[config.mk]
export PLATFORM = sky130hd
export DESIGN_NAME = dmux8way_deserializer_flat
export DESIGN_NICKNAME = d
export VERILOG_FILES = /design/src/rtl/dmux8way_deserializer_pkg.sv /design/src/rtl/dmux8way_deserializer_if.sv /design/src/rtl/dmux8way_onehot.sv /design/src/rtl/dmux8way_deserializer.sv /design/src/flat_wrapper.sv
export SDC_FILE = /design/constraint.sdc
export NUM_CORES = 1
export LEC_CHECK = 0
export CORE_UTILIZATION = 50
export DETAILED_ROUTE_END_ITERATION = 8
export PLACE_DENSITY = 0.85
export SLEW_MARGIN = 20
export SYNTH_ARGS = -nofsm -noshare
export SYNTH_HDL_FRONTEND = slang
export SYNTH_SLANG_ARGS = --single-unit
[constraint.sdc]
create_clock -name clk -period 4.85 [get_ports clk]
set_clock_uncertainty 0.05 [all_clocks]
set_input_delay 0.97 -clock clk [delete_from_list [all_inputs] [get_ports clk]]
set_output_delay 0.97 -clock clk [all_outputs]
set_load 0.03 [all_outputs]
[src/rtl/dmux8way_deserializer_pkg.sv]
// Shared constants and types for the 8-way demultiplexing deserializer.
// Slot indices double as select values for the matching 8-way word mux.
package dmux8way_deserializer_pkg;

  localparam int unsigned WORDS = 8;
  localparam int unsigned IDX_W = 3;
  localparam int unsigned CNT_W = 4;

  typedef enum logic {
    FILL,
    FULL
  } state_e;

  localparam logic [IDX_W-1:0] SLOT_A = 3'd0;
  localparam logic [IDX_W-1:0] SLOT_B = 3'd1;
  localparam logic [IDX_W-1:0] SLOT_C = 3'd2;
  localparam logic [IDX_W-1:0] SLOT_D = 3'd3;
  localparam logic [IDX_W-1:0] SLOT_E = 3'd4;
  localparam logic [IDX_W-1:0] SLOT_F = 3'd5;
  localparam logic [IDX_W-1:0] SLOT_G = 3'd6;
  localparam logic [IDX_W-1:0] SLOT_H = 3'd7;

  // Number of words in a frame whose last word went to slot idx.
  function automatic logic [CNT_W-1:0] frame_count(logic [IDX_W-1:0] idx);
    return CNT_W'(idx) + CNT_W'(1);
  endfunction

endpackage

[src/rtl/dmux8way_deserializer_if.sv]
// Word stream in, eight-slot frame out, each with a valid/ready handshake.
// master: the environment feeding words and consuming frames.
// slave: the deserializer itself.
interface dmux8way_deserializer_if #(
  parameter int unsigned WIDTH = 16
);
  import dmux8way_deserializer_pkg::*;

  logic             in_valid;
  logic             in_ready;
  logic [WIDTH-1:0] in_data;
  logic             in_last;
  logic             out_valid;
  logic             out_ready;
  logic [WIDTH-1:0] out_a;
  logic [WIDTH-1:0] out_b;
  logic [WIDTH-1:0] out_c;
  logic [WIDTH-1:0] out_d;
  logic [WIDTH-1:0] out_e;
  logic [WIDTH-1:0] out_f;
  logic [WIDTH-1:0] out_g;
  logic [WIDTH-1:0] out_h;
  logic [CNT_W-1:0] out_count;

  modport master (
    output in_valid, in_data, in_last, out_ready,
    input  in_ready, out_valid, out_count,
    input  out_a, out_b, out_c, out_d, out_e, out_f, out_g, out_h
  );

  modport slave (
    input  in_valid, in_data, in_last, out_ready,
    output in_ready, out_valid, out_count,
    output out_a, out_b, out_c, out_d, out_e, out_f, out_g, out_h
  );

endinterface

[src/rtl/dmux8way_onehot.sv]
// 3-bit slot select plus enable to 8-bit one-hot slot enable.
// Bit-level inverse of the 8-way mux select; purely combinational.
module dmux8way_onehot
  import dmux8way_deserializer_pkg::*;
(
  input  logic [IDX_W-1:0] sel,
  input  logic             en,
  output logic [WORDS-1:0] onehot
);

  // Decode the select into a single enabled slot, or none when disabled.
  always_comb begin
    onehot = '0;
    if (en) begin
      unique case (sel)
        SLOT_A:  onehot = 8'b0000_0001;
        SLOT_B:  onehot = 8'b0000_0010;
        SLOT_C:  onehot = 8'b0000_0100;
        SLOT_D:  onehot = 8'b0000_1000;
        SLOT_E:  onehot = 8'b0001_0000;
        SLOT_F:  onehot = 8'b0010_0000;
        SLOT_G:  onehot = 8'b0100_0000;
        SLOT_H:  onehot = 8'b1000_0000;
        default: onehot = '0;
      endcase
    end
  end

endmodule

[src/rtl/dmux8way_deserializer.sv]
// Registered 1-to-8 demultiplexing deserializer. Consecutive words fill
// slots a..h; a complete (or in_last-terminated) frame is then presented
// with a valid/ready handshake. Unwritten slots read zero.
module dmux8way_deserializer
  import dmux8way_deserializer_pkg::*;
#(
  parameter int unsigned WIDTH = 16
) (
  input logic                    clk,
  input logic                    reset,
  dmux8way_deserializer_if.slave bus
);

  state_e           state_q, state_d;
  logic [IDX_W-1:0] idx_q, idx_d;
  logic [CNT_W-1:0] count_q, count_d;
  logic [WIDTH-1:0] slot_q [WORDS];
  logic [WIDTH-1:0] slot_d [WORDS];

  logic             in_ready;
  logic             accept;
  logic             rel;
  logic             wr_en;
  logic [IDX_W-1:0] wr_sel;
  logic             clear;
  logic [WORDS-1:0] slot_en;

  // in_ready depends only on state, out_ready and reset; never on in_valid.
  assign in_ready = ~reset & ((state_q == FILL) | bus.out_ready);
  assign accept   = bus.in_valid & in_ready;
  assign rel      = (state_q == FULL) & bus.out_ready;

  dmux8way_onehot u_onehot (
    .sel    (wr_sel),
    .en     (wr_en),
    .onehot (slot_en)
  );

  // Next-state, slot index, frame count and slot write/clear control.
  always_comb begin
    state_d = state_q;
    idx_d   = idx_q;
    count_d = count_q;
    wr_en   = 1'b0;
    wr_sel  = idx_q;
    clear   = 1'b0;

    unique case (state_q)
      FILL: begin
        if (accept) begin
          wr_en = 1'b1;
          if (idx_q == SLOT_H || bus.in_last) begin
            state_d = FULL;
            count_d = frame_count(idx_q);
            idx_d   = SLOT_A;
          end else begin
            idx_d = idx_q + IDX_W'(1);
          end
        end
      end
      FULL: begin
        if (rel) begin
          // Releasing starts a fresh frame: clear every slot first.
          clear   = 1'b1;
          state_d = FILL;
          count_d = '0;
          idx_d   = SLOT_A;
          if (accept) begin
            wr_en  = 1'b1;
            wr_sel = SLOT_A;
            if (bus.in_last) begin
              state_d = FULL;
              count_d = frame_count(SLOT_A);
            end else begin
              idx_d = SLOT_B;
            end
          end
        end
      end
      default: begin
        state_d = FILL;
        idx_d   = SLOT_A;
        count_d = '0;
        clear   = 1'b1;
      end
    endcase
  end

  // Slot data path: clear on frame start, then load the enabled slot.
  always_comb begin
    for (int i = 0; i < WORDS; i++) begin
      slot_d[i] = slot_q[i];
      if (clear) begin
        slot_d[i] = '0;
      end
      if (slot_en[i]) begin
        slot_d[i] = bus.in_data;
      end
    end
  end

  // State, index, count and slot registers with synchronous reset.
  always_ff @(posedge clk) begin
    if (reset) begin
      state_q <= FILL;
      idx_q   <= SLOT_A;
      count_q <= '0;
      for (int i = 0; i < WORDS; i++) begin
        slot_q[i] <= '0;
      end
    end else begin
      state_q <= state_d;
      idx_q   <= idx_d;
      count_q <= count_d;
      for (int i = 0; i < WORDS; i++) begin
        slot_q[i] <= slot_d[i];
      end
    end
  end

  assign bus.in_ready  = in_ready;
  assign bus.out_valid = (state_q == FULL);
  assign bus.out_count = count_q;
  assign bus.out_a     = slot_q[SLOT_A];
  assign bus.out_b     = slot_q[SLOT_B];
  assign bus.out_c     = slot_q[SLOT_C];
  assign bus.out_d     = slot_q[SLOT_D];
  assign bus.out_e     = slot_q[SLOT_E];
  assign bus.out_f     = slot_q[SLOT_F];
  assign bus.out_g     = slot_q[SLOT_G];
  assign bus.out_h     = slot_q[SLOT_H];

endmodule

[src/flat_wrapper.sv]
// flat-port wrapper written by rule: the top's interface ports become plain ports
module dmux8way_deserializer_flat import dmux8way_deserializer_pkg::*;
#(
  parameter int unsigned WIDTH = 16
)
  (clk, reset, bus_in_valid, bus_in_data, bus_in_last, bus_out_ready, bus_in_ready, bus_out_valid, bus_out_count, bus_out_a, bus_out_b, bus_out_c, bus_out_d, bus_out_e, bus_out_f, bus_out_g, bus_out_h);
  dmux8way_deserializer_if #(.WIDTH(WIDTH)) bus_i ();
  input logic clk;
  input logic reset;
  input wire logic [$bits(bus_i.in_valid)-1:0] bus_in_valid;
  input wire logic [$bits(bus_i.in_data)-1:0] bus_in_data;
  input wire logic [$bits(bus_i.in_last)-1:0] bus_in_last;
  input wire logic [$bits(bus_i.out_ready)-1:0] bus_out_ready;
  output wire logic [$bits(bus_i.in_ready)-1:0] bus_in_ready;
  output wire logic [$bits(bus_i.out_valid)-1:0] bus_out_valid;
  output wire logic [$bits(bus_i.out_count)-1:0] bus_out_count;
  output wire logic [$bits(bus_i.out_a)-1:0] bus_out_a;
  output wire logic [$bits(bus_i.out_b)-1:0] bus_out_b;
  output wire logic [$bits(bus_i.out_c)-1:0] bus_out_c;
  output wire logic [$bits(bus_i.out_d)-1:0] bus_out_d;
  output wire logic [$bits(bus_i.out_e)-1:0] bus_out_e;
  output wire logic [$bits(bus_i.out_f)-1:0] bus_out_f;
  output wire logic [$bits(bus_i.out_g)-1:0] bus_out_g;
  output wire logic [$bits(bus_i.out_h)-1:0] bus_out_h;
  assign bus_i.in_valid = bus_in_valid;
  assign bus_i.in_data = bus_in_data;
  assign bus_i.in_last = bus_in_last;
  assign bus_i.out_ready = bus_out_ready;
  assign bus_in_ready = bus_i.in_ready;
  assign bus_out_valid = bus_i.out_valid;
  assign bus_out_count = bus_i.out_count;
  assign bus_out_a = bus_i.out_a;
  assign bus_out_b = bus_i.out_b;
  assign bus_out_c = bus_i.out_c;
  assign bus_out_d = bus_i.out_d;
  assign bus_out_e = bus_i.out_e;
  assign bus_out_f = bus_i.out_f;
  assign bus_out_g = bus_i.out_g;
  assign bus_out_h = bus_i.out_h;
  dmux8way_deserializer #(.WIDTH(WIDTH)) u_core (.clk(clk), .reset(reset), .bus(bus_i));
endmodule
Word-level counts from Yosys, hierarchy flattened
Memory sizes are Yosys's and may differ from the RTL's.
Cells that the tools add are included.
- reduce and logical (&&, ||, !) cells: 11
- equal/unequal tests: 12
- muxes and demuxes: 54
- $lt $le $gt $ge: 0
- multiply operators: 0
- divide/modulo/power cells: 0
- shifts and indexed selects: 0
- add/subtract/negate cells: 2
- bitwise gates (word level): 14
- operators by type and width (cell ; count):
    16-bit two-way mux ; 24
    3-bit two-way mux ; 7
    2-bit inequality test, second input constant ; 10
    2-bit AND reduction ; 9
    4-bit two-way mux ; 4
    1-bit two-way mux ; 14
    1-bit OR ; 9
    8-bit two-way mux ; 1
    4-bit case mux with 2 select lines ; 1
    3-bit case mux with 2 select lines ; 1
    3-bit by 1-bit adder with 4-bit output, second input constant ; 1
    1-bit case mux with 2 select lines ; 2
    3-bit by 1-bit adder with 3-bit output, second input constant ; 1
    1-bit AND ; 3
    3-bit == test, second input constant ; 1
    3-bit AND reduction ; 1
    2-bit by 1-bit inequality test with 1-bit output, second input constant ; 1
    1-bit NOT ; 2
    1-bit logical OR ; 1
- bits in writable memories: 128
- memories: 2
- bits in registers: 8
- bits in latches: 0
- memory bits (read-only): 64
- memories (name ; words ; width ; read ports ; clocked after memory_dff ; write ports ; RTL line ; text):
    u_core.slot_q ; 8 ; 16 ; 8 ; 0 ; 8 ; dmux8way_deserializer.sv:17 ; logic [WIDTH-1:0] slot_q [WORDS];
    (no name shown) ; 8 ; 8 ; 1 ; 0 ; 0 ; dmux8way_onehot.sv:15 ; unique case (sel)

Longest topological paths before layout
Gate-level depths: netlist of run 1.
An unclocked memory read counts as a cell.
- word-level depth: 12
- depth in mapped cells: 6
- gate-level depth less buffers: 5

Hierarchy
From an unflattened synthesis of run 1, not the netlist that was laid out.
- cell total of the unflattened synthesis: 645
- area total of the unflattened synthesis: 5486.5 um2
- by module, submodules not included (module ; instances ; cells each ; seq. area each (um2) ; area an instance (um2)):
    dmux8way_deserializer ; 1 ; 637 ; 2722.6 ; 5391.4
    dmux8way_onehot ; 1 ; 8 ; 0.0 ; 95.1

Least setup slack after synthesis of run 1
Ideal clock, no wire load.
- path type: input to output
- from: input port reset
- to: output port bus_in_ready
- slack: 2.082 ns
- cell stages on the path: 3
- data required time: 3.830 ns
- path buffers: 2
- arrival time: 1.748 ns
- cells stage by stage: clkbuf_1 > buf_2 > nor2b_1
- cells in the longest elaborated chain, start to end: 2
- ends and longest elaborated chain (what ; RTL line ; text):
    start: declaration ; flat_wrapper.sv:9 ; input logic reset;
    1-bit NOT ; dmux8way_deserializer.sv:29 ; assign in_ready = ~reset & ((state_q == FILL) | bus.out_ready);
    1-bit AND ; dmux8way_deserializer.sv:29 ;
    end: declaration ; flat_wrapper.sv:14 ; output wire logic [$bits(bus_i.in_ready)-1:0] bus_in_ready;
No other way between the ends.

Worst setup path after layout of run 1
- from: input port bus_out_ready
- to: output port bus_in_ready
- cells in the longest elaborated chain, start to end: 2
- ends and longest elaborated chain (what ; RTL line ; text):
    start: declaration ; flat_wrapper.sv:13 ; input wire logic [$bits(bus_i.out_ready)-1:0] bus_out_ready;
    1-bit OR ; dmux8way_deserializer.sv:29 ;
    1-bit AND ; dmux8way_deserializer.sv:29 ;
No other way between the ends.

==> results.cfg, run 1 <==
[run_status]
status = finished, final reports clean

[floorplan]
start_util_pct = 51.9
core-area_mm2 = 0.00982
die_w_um = 103
io-pin-count = 155
num_rows = 36
die_h_um = 103
die_area_mm2 = 0.0106

[setup_path]
critPathCaptureType = primary output
worstPathMaxFanout = 4
reg2reg_to = u_core.slot_q[1][25]
arrival_ns = 2.50
reg2reg_from = u_core.bus.out_valid
regToRegSetupSlack_ns = 2.58
crit_end = bus_in_ready
criticalPathCategory = in2out
r2r_cells = 3
startpoint = bus_out_ready
cp-start-kind = input pin
crit_required_ns = 3.83

[timing]
setup_viol = 0
clock.fmax_mhz = 284
fin_crit_ns = 3.52
slew_headroom_pct = 31.9
setup_tns_ns = 0
period_share_pct = 72.6
slew_viol_final = 0
hold_violations = 0
fin_ws_ns = 1.33
rsz0062_at_grt = false
tightest_slew_ns = 1.02
hold_ws_ns = 0.408

[cts]
clkLatencyLatePin_ns = 0.51
cts_root_buffer = clkbuf_8
cts.repair.resized = 0
clkSinkCount = 136
clk_path_buf_depth = 2
h-tree-depth = 4
cts_tree = built
numCtsBuffers = 17
cts_setup_buffers = 0
clk_pin_slew_worst_paths_ns = 0.06
hold_buffers = 0

[power]
vdd_ir_drop_max_mv = 0.210
switchingPower_uw = 597
power.clock.fraction_pct = 48.9
leakage_nw = 3.04
pwr-share-comb_pct = 5.7
powerDensity_mw_per_mm2 = 349
sw_frac_of_total_pct = 23.8
cell_internal_pwr_mw = 1.91
seq_power_share_pct = 45.4

[global_routing]
grt_pass1_vias = 4058
antenna_found_initial = 0
grt_usage_pct = 26.4
grt_pass1_wl_um = 20900
grt_max_degree = 114
grt_overflow = 0

[yosys]
synth_cell_types = 33
postSynthNetCount = 510
yosysTopAreaCellShare_pct = 53.4
synth_edf_count = 0
avgSynthCellArea_um2 = 10.5
yosysWarnings = 0
synth_area_mm2 = 0.00510
synth_area_leaders = dfxtp_1 53%, mux2i_1 22%, nand2_1 8.4%
synthFlopType = dfxtp_1
synth.most_common_cell = dfxtp_1
netlist.top_cell.by_area = dfxtp_1
yosys_register_bits = 136
synthCells = 487
synth_seq_area_share_pct = 53.4
synthTopCellsByCount = 136 x dfxtp_1, 114 x mux2i_1, 114 x nand2_1, 18 x nand2b_1, 16 x o2bb2ai_1
synthArstFlopShare_pct = 0

[min_path]
hold_path.class = reg2reg
hp-start = u_core.slot_q[0][22]

[place]
hpwl_um = 9120
dp.cells = 733
gp_congestion = 0.838
place_ws_ns = 1.34
port_buffers = 154

[layout]
fin_util_pct = 73.2
antenna_cells = 0
drive_gt1_share_pct = 7.12
fin_nets = 642
fin_cells = 765
area_growth_pct = 41.0

[route]
viasPerCell = 5.20
first_pass_iters = 4
routedWlPerCell_um = 17.5
first_iter_violations = 126
ant_nets = 0
drc_errors = 0
wirelength_um = 13400
vias = 3977

[run]
maxCapViolations = 0
## area by class of cell
type	instances	area, um2
well taps	133	166
repair buffers	157	1570
fillers	738	2630
multi-input cells	307	2160
clock buffers	21	459
clock inverters	11	113
flip-flops and latches	136	2720
## worst min-delay path by stage
stage / to / cells after the start
2_1_floorplan: u_core.bus.out_count[3] / 2
3_3_place_gp: u_core.slot_q[0][14] / 1
3_5_place_dp: u_core.slot_q[1][50] / 2
4_1_cts: u_core.slot_q[0][62] / 2
5_1_grt: u_core.slot_q[1][31] / 2
6_report: u_core.slot_q[0][22] / 2
## worst max-delay path: stages
cell	delay (ns)
clkdlybuf4s50_1	0.57
nand2b_1	0.15
nor2b_1	0.14
clkdlybuf4s50_1	0.68
## power groups by stage
stage	registers, mW	clock network (mW)	logic, mW
3_3_place_gp	1.16	0	0.140
2_1_floorplan	1.18	0	0.0679
3_5_place_dp	1.16	0	0.142
4_1_cts	1.14	1.24	0.143
6_report	1.14	1.23	0.143
5_1_grt	1.14	1.30	0.152
## through the flow
stage / power [mW] / area, um2
after floorplan: 1.25 / 5100
after global placement: 1.30 / 6610
after detailed placement: 1.30 / 6610
after CTS: 2.52 / 7180
after global routing: 2.59 / 7190
final: 2.51 / 7190
## layout by cell type (no fill, tap or decap), types with 4 or more instances in the layout
| cell | synthesis | routed |
|---|---|---|
| clkbuf_16 | 0 | 16 |
| clkbuf_8 | 0 | 4 |
| clkdlybuf4s50_1 | 0 | 154 |
| clkinvlp_4 | 0 | 4 |
| dfxtp_1 | 136 | 136 |
| inv_6 | 0 | 5 |
| mux2i_1 | 114 | 114 |
| nand2_1 | 114 | 114 |
| nand2_2 | 5 | 5 |
| nand2b_1 | 18 | 18 |
| nor2_1 | 5 | 5 |
| nor2b_1 | 7 | 7 |
| o2bb2ai_1 | 16 | 16 |
## state kept, by name, summed over array words and instances (netlist names)
signal                count
u_core.slot_q           128
u_core.bus.out_count      4
u_core.idx_q              3
u_core.bus.out_valid      1
## logic make-up (layout without fill, tap and decap cells)
family	Yosys count	in the layout	synth area share, %
fa+ha+maj	2	2	0.491
mux	116	116	22.8
flops	136	136	53.4
buf+inv	44	189	4.39
simple gates	161	161	14.5
compound gates	28	28	4.39
## routing by layer
| layer | wire, um | vias up | global-route usage, % |
|---|---|---|---|
| li1 | - | 1904 | - |
| met1 | 5440 | 1896 | 29.7 |
| met2 | 6860 | 163 | 47.3 |
| met3 | 941 | 14 | 7.93 |
| met4 | 136 | 0 | 9.32 |
| met5 | 0 | - | 0 |
Note: power is estimated with default switching activity, not from simulation.
==> run 2: changes to the inputs <==
--- a/config.mk
+++ b/config.mk
@@ -5,9 +5,9 @@
 export SDC_FILE = /design/constraint.sdc
 export NUM_CORES = 1
 export LEC_CHECK = 0
-export CORE_UTILIZATION = 50
+export CORE_UTILIZATION = 47
 export DETAILED_ROUTE_END_ITERATION = 8
-export PLACE_DENSITY = 0.85
+export PLACE_DENSITY = 0.8
 export SLEW_MARGIN = 20
 export SYNTH_ARGS = -nofsm -noshare
 export SYNTH_HDL_FRONTEND = slang
==> constraint.sdc (replaced) <==
create_clock -name clk -period 3.4 [get_ports clk]
set_clock_uncertainty 0.05 [all_clocks]
set_input_delay 0.68 -clock clk [delete_from_list [all_inputs] [get_ports clk]]
set_output_delay 0.68 -clock clk [all_outputs]
set_load 0.03 [all_outputs]
==> run 2 against run 1 <==
Die area increased by 6.3%. Flip-flop and latch count is the same. Non-clock buffer count is 2 higher. Power up 46%. Critical path depth stayed put. Worst setup slack got worse by 0.89 ns. Clock power is 48% higher. Via count fell by 0.35%. Global-route usage is 2.9 points lower. Sequential share of layout area decreased by 0.24 points. Critical path type unchanged. Critical endpoint unchanged. Largest cell class unchanged.
==> results.cfg, run 2 (synthesis gave the netlist of run 1 again) <==
[floorplan]
die_w_um = 106
io-pin-count = 155
die_h_um = 106
die_area_mm2 = 0.0113
start_util_pct = 48.9
core-area_mm2 = 0.0104
num_rows = 37

[global_routing]
grt_overflow = 0
grt_pass1_vias = 3939
antenna_found_initial = 0
grt_usage_pct = 23.5
grt_max_degree = 114
grt_pass1_wl_um = 20600

[timing]
clock.fmax_mhz = 338
hold_ws_ns = 0.404
fin_crit_ns = 2.96
hold_violations = 0
rsz0062_at_grt = false
setup_viol = 0
period_share_pct = 87.1
slew_viol_final = 0
setup_tns_ns = 0
tightest_slew_ns = 0.847
slew_headroom_pct = 43.2

[cts]
clkLatencyLatePin_ns = 0.50
cts.repair.resized = 0
numCtsBuffers = 17
hold_buffers = 0
clk_pin_slew_worst_paths_ns = 0.06
cts_root_buffer = clkbuf_8
clkSinkCount = 136
clk_path_buf_depth = 2
h-tree-depth = 4
cts_setup_buffers = 0
cts_tree = built

[layout]
most-common-layout-cells = 154 x clkdlybuf4s50_1, 136 x dfxtp_1, 114 x nand2_1, 114 x mux2i_1, 18 x nand2b_1
largest_reg_flops = 128
drive_gt1_share_pct = 7.27
antenna_cells = 0
n_fill_cell = 801
largest-register = u_core.slot_q
seqCellArea_mm2 = 0.00272
final_common_cell = clkdlybuf4s50_1
fin_nets = 644
multi_input_area_mm2 = 0.00216
area_growth_pct = 41.9
fin_util_pct = 69.4

[route]
wl_met1_um = 5660
wirelength_um = 12900
drc_errors = 0
first_pass_iters = 4
routedWlPerCell_um = 16.8
vias = 3963
viasPerCell = 5.15
dr_wl_met2_um = 6290
ant_nets = 0
top_layer = met4
dr_wl_met3_um = 868
first_iter_violations = 127

[setup_path]
cp-start-kind = input pin
criticalPathCategory = in2out
crit_required_ns = 2.67
arrival_ns = 2.23
reg2reg_from = u_core.idx_q[0]
startpoint = bus_out_ready
critPathCaptureType = primary output
worstPathMaxFanout = 4

[power]
vdd_ir_drop_max_mv = 0.303
powerDensity_mw_per_mm2 = 505
leakage_nw = 3.05

[place]
gp_congestion = 0.810
hpwl_um = 8810
port_buffers = 154

[min_path]
hold_path.class = reg2reg
hp-start = u_core.slot_q[1][22]

[run_status]
status = finished, final reports clean

[run]
maxCapViolations = 0
run 2: cell types whose count changed in the layout (fill, tap and decap cells not counted), sizes merged:
| cell | change |
|---|---|
| clkbuf | -3 |
| buf | +2 |
| inv | -2 |
| bufinv | +2 |
| clkinvlp | +1 |
| clkinv | +1 |
run 2: final cells by class:
type	instances	share of cell area (%)
clock buffers	18	5.78
clock inverters	13	2.37
multi-input cells	307	29.8
flip-flops and latches	136	37.7
well taps	136	2.35
repair buffers	159	22.0
run 2: report_power, final:
group,switching [mW],internal (mW)
clock network,0.700,1.12
registers,0.0134,1.61
logic,0.129,0.0762
total,0.842,2.81
run 2: per-layer routing:
metal / vias up / GRT usage [%]
met5: - / 0
met1: 1922 / 29.1
met2: 131 / 40.1
li1: 1903 / -
met4: 0 / 4.86
met3: 7 / 7.11
run 2: critical path, cell delays in order:
cell             delay [ns]
clkdlybuf4s50_1        0.58
nand2b_1               0.15
nor2b_1                0.14
clkdlybuf4s50_1        0.68
run 2: path summary, 6_finish.rpt:
kind                             endpoint  slack [ns]  cells past startpoint
hold reg to reg      u_core.slot_q[1][22]        0.40                      2
setup reg to reg  u_core.bus.out_count[1]        1.43                      5
setup / recovery             bus_in_ready        0.44                      4
hold / removal       u_core.slot_q[1][22]        0.40                      2
run 2: metrics by stage:
stage	instance area [um2]	instances	worst slack (ns)	power, mW
2_1_floorplan	5100	487	1.21	1.78
3_3_place_gp	6640	738	0.476	1.86
3_5_place_dp	6640	738	0.447	1.86
4_1_cts	7230	769	0.437	3.67
5_1_grt	7230	769	0.340	3.76
6_report	7230	769	0.438	3.65
==> run 3: changes to the inputs <==
==> constraint.sdc (replaced) <==
create_clock -name clk -period 3.1 [get_ports clk]
set_clock_uncertainty 0.05 [all_clocks]
set_input_delay 0.62 -clock clk [delete_from_list [all_inputs] [get_ports clk]]
set_output_delay 0.62 -clock clk [all_outputs]
set_load 0.03 [all_outputs]
==> run 3 against run 2 <==
Worst setup slack got worse by 0.018 ns. Critical endpoint is now bus_out_valid. Flip-flop and latch count is the same. Register-to-register slack worse by 0.40 ns. First-iteration DRC count increased by 3.9%. Combinational power grew 10%. Global-route usage increased by 1.0 points. Die area stayed put. Hold slack improved by 0.0050 ns.
==> results.cfg, run 3 (synthesis gave the netlist of run 1 again) <==
[run_status]
status = finished, final reports clean

[floorplan]
die_h_um = 106
io-pin-count = 155
core-area_mm2 = 0.0104
num_rows = 37
die_area_mm2 = 0.0113
die_w_um = 106
start_util_pct = 48.9

[timing]
fin_crit_ns = 2.68
slew_headroom_pct = 50.6
clock.fmax_mhz = 373
hold_violations = 0
setup_tns_ns = 0
period_share_pct = 86.4
setup_viol = 0
rsz0062_at_grt = false
slew_viol_final = 0
tightest_slew_ns = 0.737

[cts]
h-tree-depth = 4
cts.repair.resized = 0
cts_root_buffer = clkbuf_8
clk_path_buf_depth = 2
cts_setup_buffers = 0
hold_buffers = 0
clkLatencyLatePin_ns = 0.51
numCtsBuffers = 17
clkSinkCount = 136
clk_pin_slew_worst_paths_ns = 0.06
cts_tree = built

[power]
pwr-share-comb_pct = 5.6
power.clock.fraction_pct = 50.2
vdd_ir_drop_max_mv = 0.315
powerDensity_mw_per_mm2 = 557
switchingPower_uw = 930
seq_power_share_pct = 44.2
cell_internal_pwr_mw = 3.10
sw_frac_of_total_pct = 23.1
leakage_nw = 3.06

[route]
vias = 4015
first_pass_iters = 5
ant_nets = 0
drc_errors = 0
viasPerCell = 5.21
routedWlPerCell_um = 17.4
first_iter_violations = 132
wirelength_um = 13400

[global_routing]
grt_pass1_wl_um = 21100
antenna_found_initial = 0
grt_usage_pct = 24.5
grt_overflow = 0
grt_pass1_vias = 3930
grt_max_degree = 114

[min_path]
hold_path.class = reg2reg

[place]
gp_congestion = 0.821
dpl_cell_area_mm2 = 0.00664
hpwl_um = 9050
port_buffers = 154

[layout]
n_fill_cell = 798
largest-register = u_core.slot_q
largest_reg_flops = 128
design_area_mm2 = 0.00724
fin_nets = 644
area_growth_pct = 42.0
final_common_cell = clkdlybuf4s50_1
most-common-layout-cells = 153 x clkdlybuf4s50_1, 136 x dfxtp_1, 114 x nand2_1, 114 x mux2i_1, 18 x nand2b_1
drive_gt1_share_pct = 7.57
antenna_cells = 0

[setup_path]
critPathCaptureType = primary output
cp_num_buf_inv = 1
critical-path-top-delay-family = buffers and inverters
cp_slowest_cell = clkdlybuf4s50_1
worstPathMaxFanout = 13
cp-start-kind = flop
arrival_ns = 2.01
path_cells = clkdlybuf4s50_1
max_stage_delay_ns = 0.79
criticalPathCategory = reg2out
crit_required_ns = 2.43

[run]
maxCapViolations = 0
run 3: changes by cell type in the layout (fill, tap and decap cells not counted), sizes merged:
| cell | before | now |
|---|---|---|
| buf | 5 | 6 |
| clkbuf | 18 | 19 |
| clkdlybuf4s50 | 154 | 153 |
run 3: metal layers:
layer	wire (um)	track usage, %
met1	5980	31.8
met2	6470	39.7
met3	832	7.05
met4	128	6.65
met5	0	0
run 3: area by class of cell:
type / count / area [um2] / area share [%]
clock buffer: 19 / 432 / 5.96
sequential: 136 / 2720 / 37.6
multi-input combinational: 307 / 2160 / 29.8
clock inverter: 13 / 168 / 2.32
tap: 136 / 170 / 2.35
timing repair buffer: 159 / 1590 / 22.0
run 3: worst paths after layout:
path              cells past startpoint                 endpoint  slack, ns                  from
hold reg to reg                       2      u_core.slot_q[1][6]       0.41   u_core.slot_q[1][6]
setup / recovery                      1            bus_out_valid       0.42  u_core.bus.out_valid
hold / removal                        2      u_core.slot_q[1][6]       0.41   u_core.slot_q[1][6]
setup reg to reg                      5  u_core.bus.out_count[2]       1.03       u_core.idx_q[0]
run 3: power by group through the flow:
| stage | sequential [mW] | combinational [mW] | clock, mW |
|---|---|---|---|
| after floorplan | 1.84 | 0.106 | 0 |
| after global placement | 1.82 | 0.221 | 0 |
| after detailed placement | 1.82 | 0.225 | 0 |
| after CTS | 1.78 | 0.227 | 2.04 |
| after global routing | 1.78 | 0.240 | 2.14 |
| final | 1.78 | 0.226 | 2.02 |
run 3: through the flow:
stage	power [mW]	setup slack [ns]	hold slack, ns	std cells	utilization, %
final	4.03	0.421	0.409	770	69.5
after CTS	4.05	0.452	0.412	770	69.5
after global routing	4.16	0.370	0.428	770	69.5
after detailed placement	2.04	0.492	0.396	738	63.7
after floorplan	1.95	1.03	0.481	487	-
after global placement	2.04	0.579	0.392	738	63.7
